<file path="src/rtl/cpu_phase_sequencer.sv">
// Purpose: sequences FETCH/EXEC/MEM/WB one-hot phase enables on one master clock, with run/step/halt control.
// Latency: 4 clocks per instruction nominal, +1 per dmem wait cycle; IDLE adds 1 clock between runs.
// Backpressure: mem_wait holds MEM up to WAIT_LIMIT extra cycles, then forces WB and sets mem_timeout.
module cpu_phase_sequencer #(
    parameter int CNT_W      = 32,
    parameter int WAIT_W     = 4,
    parameter int WAIT_LIMIT = 8
) (
    input  logic             clock,
    input  logic             reset,
    input  logic             run_en,
    input  logic             step,
    input  logic             mem_wait,
    input  logic             halt_req,
    output logic             imem_en,
    output logic             proc_en,
    output logic             dmem_en,
    output logic             regfile_en,
    output logic [1:0]       phase,
    output logic             cycle_done,
    output logic [CNT_W-1:0] instr_count,
    output logic             halted,
    output logic             mem_timeout
);

    typedef enum logic [2:0] {
        S_IDLE   = 3'd0,
        S_FETCH  = 3'd1,
        S_EXEC   = 3'd2,
        S_MEM    = 3'd3,
        S_WB     = 3'd4,
        S_HALTED = 3'd5
    } state_t;

    localparam logic [WAIT_W-1:0] WAIT_MAX = WAIT_W'(WAIT_LIMIT);

    state_t              state_q, state_d;
    logic [WAIT_W-1:0]   wait_cnt_q, wait_cnt_d;
    logic                step_mode_q, step_mode_d;
    logic [CNT_W-1:0]    count_q, count_d;
    logic                timeout_q, timeout_d;

    // State and bookkeeping registers; reset abandons any instruction in flight.
    always_ff @(posedge clock) begin
        if (reset) begin
            state_q     <= S_IDLE;
            wait_cnt_q  <= '0;
            step_mode_q <= 1'b0;
            count_q     <= '0;
            timeout_q   <= 1'b0;
        end else begin
            state_q     <= state_d;
            wait_cnt_q  <= wait_cnt_d;
            step_mode_q <= step_mode_d;
            count_q     <= count_d;
            timeout_q   <= timeout_d;
        end
    end

    // Next-state logic: phase progression, dmem wait extension, retire and halt.
    always_comb begin
        state_d     = state_q;
        wait_cnt_d  = wait_cnt_q;
        step_mode_d = step_mode_q;
        count_d     = count_q;
        timeout_d   = timeout_q;
        case (state_q)
            S_IDLE: begin
                if (run_en) begin
                    state_d     = S_FETCH;
                    step_mode_d = 1'b0;
                end else if (step) begin
                    state_d     = S_FETCH;
                    step_mode_d = 1'b1;
                end
            end
            S_FETCH: state_d = S_EXEC;
            S_EXEC: begin
                state_d    = S_MEM;
                wait_cnt_d = '0;
            end
            S_MEM: begin
                if (!mem_wait) begin
                    state_d = S_WB;
                end else if (wait_cnt_q < WAIT_MAX) begin
                    wait_cnt_d = wait_cnt_q + 1'b1;
                end else begin
                    // dmem never answered: give up and retire anyway, flag it sticky
                    state_d   = S_WB;
                    timeout_d = 1'b1;
                end
            end
            S_WB: begin
                count_d = count_q + 1'b1;
                if (halt_req) begin
                    state_d = S_HALTED;
                end else if (run_en && !step_mode_q) begin
                    state_d = S_FETCH;
                end else begin
                    state_d     = S_IDLE;
                    step_mode_d = 1'b0;
                end
            end
            S_HALTED: state_d = S_HALTED;
            default:  state_d = S_IDLE;
        endcase
    end

    // Moore output decode straight from the registered state.
    always_comb begin
        imem_en    = (state_q == S_FETCH);
        proc_en    = (state_q == S_EXEC);
        dmem_en    = (state_q == S_MEM);
        regfile_en = (state_q == S_WB);
        cycle_done = (state_q == S_WB);
        halted     = (state_q == S_HALTED);
        phase      = 2'b00;
        case (state_q)
            S_EXEC:  phase = 2'b01;
            S_MEM:   phase = 2'b10;
            S_WB:    phase = 2'b11;
            default: phase = 2'b00;
        endcase
    end

    assign instr_count = count_q;
    assign mem_timeout = timeout_q;

endmodule

</file>
<file path="config.mk">
export PLATFORM = sky130hd
export DESIGN_NAME = cpu_phase_sequencer
export DESIGN_NICKNAME = d
export VERILOG_FILES = /design/src/rtl/cpu_phase_sequencer.sv
export SDC_FILE = /design/constraint.sdc
export NUM_CORES = 1
export LEC_CHECK = 0
export BUFFER_PORTS_ARGS = -buffer_cell sky130_fd_sc_hd__buf_2
export CORE_MARGIN = 5
export CORE_UTILIZATION = 35
export DETAILED_ROUTE_END_ITERATION = 6
export GPL_ROUTABILITY_DRIVEN = 1
export MAX_ROUTING_LAYER = met4
export PLACE_DENSITY = 0.65
export SYNTH_ARGS = -nofsm -noshare
export SYNTH_HDL_FRONTEND = slang
export SYNTH_SLANG_ARGS = --single-unit
</file>
<file path="constraint.sdc">
create_clock -name clock -period 3.1 [get_ports clock]
set_input_delay 0.155 -clock clock [delete_from_list [all_inputs] [get_ports clock]]
set_output_delay 0.155 -clock clock [all_outputs]
set_load 0.01 [all_outputs]
</file>
# After elaboration in Yosys (flattened, before gate mapping)
# Cells that the tools add are included.
totals:
  ram_bits: 0
  n_memories: 0
  word_cells: 45
  mem_bits_ro: 0
  latchBits: 0
  register_bits: 41
  output_inout_bits: 41
  in_bits: 6
classes:
  eq_ne: 11
  addsub: 2
  shift: 0
  mul: 0
  mux: 16
  magnitude_cmp: 1
  reduce_logical: 9
  bitwise: 1
  n_div: 0
op_table:
  columns: ["cell", "count"]
  rows:
  - ["adder 32 x 1 -> 32 bit, second input constant", 1]
  - ["case mux 3 bit (6 select lines)", 1]
  - ["2-to-1 mux 3 bit", 5]
  - ["2-to-1 mux 4 bit", 2]
  - ["case mux 4 bit (2 select lines)", 1]
  - ["== test 3 x 2 -> 1 bit, second input constant", 2]
  - ["== test 3 bit, second input constant", 2]
  - ["inequality test 2 bit, second input constant", 3]
  - ["inequality test 3 bit, second input constant", 2]
  - ["case mux 2 bit (3 select lines)", 1]
  - ["AND reduction 3 bit", 2]
  - ["2-to-1 mux 1 bit", 5]
  - ["adder 4 x 1 -> 4 bit, second input constant", 1]
  - ["less-than comparator 4 bit, second input constant", 1]
  - ["AND reduction 4 bit", 1]
  - ["nonzero test 2 bit", 2]
  - ["== test 3 x 1 -> 1 bit, second input constant", 1]
  - ["logical NOT 3 bit", 1]
  - ["inequality test 2 x 1 -> 1 bit, second input constant", 1]
  - ["case mux 1 bit (2 select lines)", 1]
  - ["AND reduction 2 bit", 1]
  - ["logical AND 1 bit", 1]
  - ["logical NOT 1 bit", 1]
  - ["NOT 1 bit", 1]

# Longest topological paths before layout
depth:
  ltp_word: 5
  mapped_depth: 7
  depth_no_buf: 5

# Least setup slack after synthesis
# No wires, ideal clock.
synth_timing:
  kind: "register to register"
  from: "reg count_q[9], in the netlist instr_count[9]"
  to: "reg count_q[25], in the netlist instr_count[25]"
  slack_ps: 1342
  required_time_ps: 2979
  setup_time_ps: 121
  arrival_ps: 1637
  period_less_slack_ps: 1758
  stages_incl_launch_ff: 6
  path_cell_list: "dfxtp_1 and4_4 nand4_4 buf_6 nor4_1 mux2_2"
synth_between:
  elab_chain_cells: 1
synth_lines:
  columns: ["item", "line", "rtl"]
  rows:
  - ["start, declared", "40", "logic [CNT_W-1:0] count_q, count_d;"]
  - ["start signal, assigned", "55", "count_q <= count_d;"]
  - ["adder 32 x 1 -> 32 bit", "94", "count_d = count_q + 1'b1;"]
# Every way passes these cells.
# A chain may end at the register's enable or synchronous reset.

# Final worst setup path
layout_timing:
  from: "reg state_q[2]"
  to: "reg count_q[29], in the netlist instr_count[29]"
layout_between:
  elab_chain_cells: 1
layout_lines:
  columns: ["item", "line", "rtl"]
  rows:
  - ["start, declared", "37", "state_t state_q, state_d;"]
  - ["start signal, assigned", "52", "state_q <= state_d;"]
  - ["== test 3 bit", "67", "case (state_q)"]
# Every way passes these cells.

==> impl_metrics.toml <==
[run_status]
outcome = "finished clean"

[clocking]
h-tree-depth = 2
cts_buffers = 5
ctsRootBufferMaster = "clkbuf_8"
cts_num_sinks = 41
cts_resized = 0
cts_setup_buffers = 0
cts_tree = "yes"
clock_path_buffers = 2
clk_latency_ns = 0.28
clk_pin_slew_ns = 0.07
hold_buffers = 0

[yosys]
synth_cells = 238
synthTopCellsByArea = "dfxtp_1 (39%), nor2_1 (4.9%), o31ai_1 (4.7%)"
yosysMostFrequentCell = "dfxtp_1"
syn-num-nets = 246
synth-simple-area-share_pct = 34.1
netlist.area_leader.share_pct = 39.3
synthAdderAreaFrac_pct = 1.20
synthesis.area_um2 = 2090
synth_mux_area_share_pct = 4.79
ys_types = 46
synth_ff_type = "dfxtp_1"
synth_edf_count = 0
ys_ff_latch = 41
synth_top_family_by_area = "simple AND/OR/NAND/NOR gates"
async_flop_share_pct = 0
synth_area_per_cell_um2 = 8.77
synth_seq_area_share_pct = 39.3
ys_warn_count = 0
synth_compound_area_share_pct = 11.9
synth-xor-area-share_pct = 3.77
synth_common_cells = "dfxtp_1 (41), nor2_1 (27), a21oi_1 (19)"
yosys.area.top_type = "dfxtp_1"

[detailed_routing]
wl_met1_um = 2370
vias = 1850
drt-vias-per-instance = 5.26
wl_met3_um = 302
met2_length_um = 2000
drt_iter0_drc = 80
drtPass1Iterations = 4
wire_per_inst_um = 13.3
top_layer_used = "met4"
drt_wl_total_um = 4700
final_antenna_net_count = 0
remaining_drc_errors = 0

[timing]
clock-skew-final_ns = 0.00377
tightestPinTransition_ns = 0.889
fin_crit_sh_pct = 78.1
layout_setup_ws_ns = 0.678
fin_crit_ns = 2.42
tns_ns = 0
rsz0062_at_grt = "no"
setup_viol = 0
report.final.slew_viol_count = 0
hold_ws_ns = 0.131
max_slew_margin_pct = 40.7
final-hold-violation-count = 0
fmaxAchievable_mhz = 413

[cells_and_area]
diodes = 0
fin_cells = 352
area_delta_synth_final_pct = 15.8
regArea_um2 = 821
drive_gt1_share_pct = 25.6
multi_input_area_um2 = 1160
nets = 285
nFillCells = 581

[floorplanning]
start_util_pct = 35.7
ioPinCount = 47
rows = 28
die_w_um = 87.2
die_height_um = 87.2
dieArea_um2 = 7610
core-area_um2 = 5850

[critical_path]
path_delay_family = "simple AND/OR/NAND/NOR gates"
reg2reg_slack_ns = 0.68
r2r_end = "instr_count[29]"
crit_fanout = 20
crit_buf_inv = 1
cp.arrival_ns = 2.60
slowest_stage = "nand3_1"
end_kind = "register"
r2r_start = "state_q[2]"
cp_cell_sequence = "nor3b_2 > buf_4 > nand3_1 > nor4_1 > mux2_2"
criticalPathCategory = "register to register"
max_stage_delay_ns = 0.56
cp-start-kind = "register"
critPathRequiredTime_ns = 3.27
reg2reg_depth = 5

[place]
post-place-ws_ns = 0.680
io_buffers = 46
place_congestion = 0.907
dp_hpwl_um = 3220
dp_cells = 345

[pwr]
powerDensity_nw_per_um2 = 398
p_leak_nw = 0.966
power_mw = 0.963
ir_drop_v = 0.000307

[global_routing]
antenna_found_initial = 0
grt_overflow = 0
grt_max_degree = 50
first_global_vias = 1696
grtUsageTotal_pct = 13.2
grt_first_pass_wirelength_um = 8050

[worst_hold_path]
hp-class = "input port to register"
holdPathEnd = "mem_timeout"
worstHoldStart = "mem_wait"
min_delay_path_depth = 3

[job]
drv_cap = 0
-- worst reg2reg max path, cell delays in order, from the launching register on --
cell	delay (ns)
dfxtp_1	0.46
nor3b_2	0.21
buf_4	0.21
nand3_1	0.57
nor4_1	0.51
mux2_2	0.37
-- per-stage QoR --
step	util [%]	instance area, um2
after floorplan	-	2090
after detailed placement	39.8	2330
after global placement	39.8	2330
after CTS	41.3	2420
final	41.3	2420
after global routing	41.3	2420
-- worst max path at each step --
stage | from | to | slack (ns) | cells after the start
5_1_grt | state_q[2] | instr_count[31] | 0.48 | 5
6_report | state_q[2] | instr_count[29] | 0.68 | 5
2_1_floorplan | instr_count[9] | instr_count[25] | 1.34 | 5
4_1_cts | state_q[2] | instr_count[29] | 0.67 | 5
3_5_place_dp | state_q[2] | instr_count[29] | 0.68 | 5
3_3_place_gp | state_q[2] | instr_count[25] | 0.80 | 5
-- per-layer routing --
metal | global-route usage, % | up-vias
li1 | - | 948
met5 | - | -
met3 | 3.31 | 2
met1 | 17.4 | 854
met2 | 20.3 | 46
met4 | 2.93 | 0
-- report_power, final --
part	switching, mW	total (mW)	internal, mW
sequential	0.0108	0.544	0.533
combinational	0.0411	0.0704	0.0293
clock	0.172	0.349	0.177
total	0.224	0.963	0.739
-- cells in the final DEF (no fill, tap or decap), drive strengths merged, types with 8 or more instances in the layout --
cell and count:
buf 47, dfxtp 41, nor3 10, o31ai 13, nor2b 8, mux2 8
nor2 27, nand2 14, or4 13, a21oi 19, nand3 10
-- cell type report --
class	count	share of cell area (%)
clock buffer	7	3.57
inverter	4	0.621
multi-input combinational	178	48.1
sequential	41	34.0
tap	75	3.88
timing repair buffer	47	9.83
-- cells by family (layout without fill, tap and decap cells) --
group           after synthesis  count (layout)
compound gates               39              39
xor+xnor                      9               9
fa+ha+maj                     2               2
buf+inv                      19              58
flops                        41              41
mux                           9               9
simple gates                119             119
-- sequential cells by signal (all words and copies together), names as in the netlist --
name and cells:
mem_timeout 1, wait_cnt_q 4, step_mode_q 1, state_q 3, instr_count 32
(Power assumes the default switching activity.)
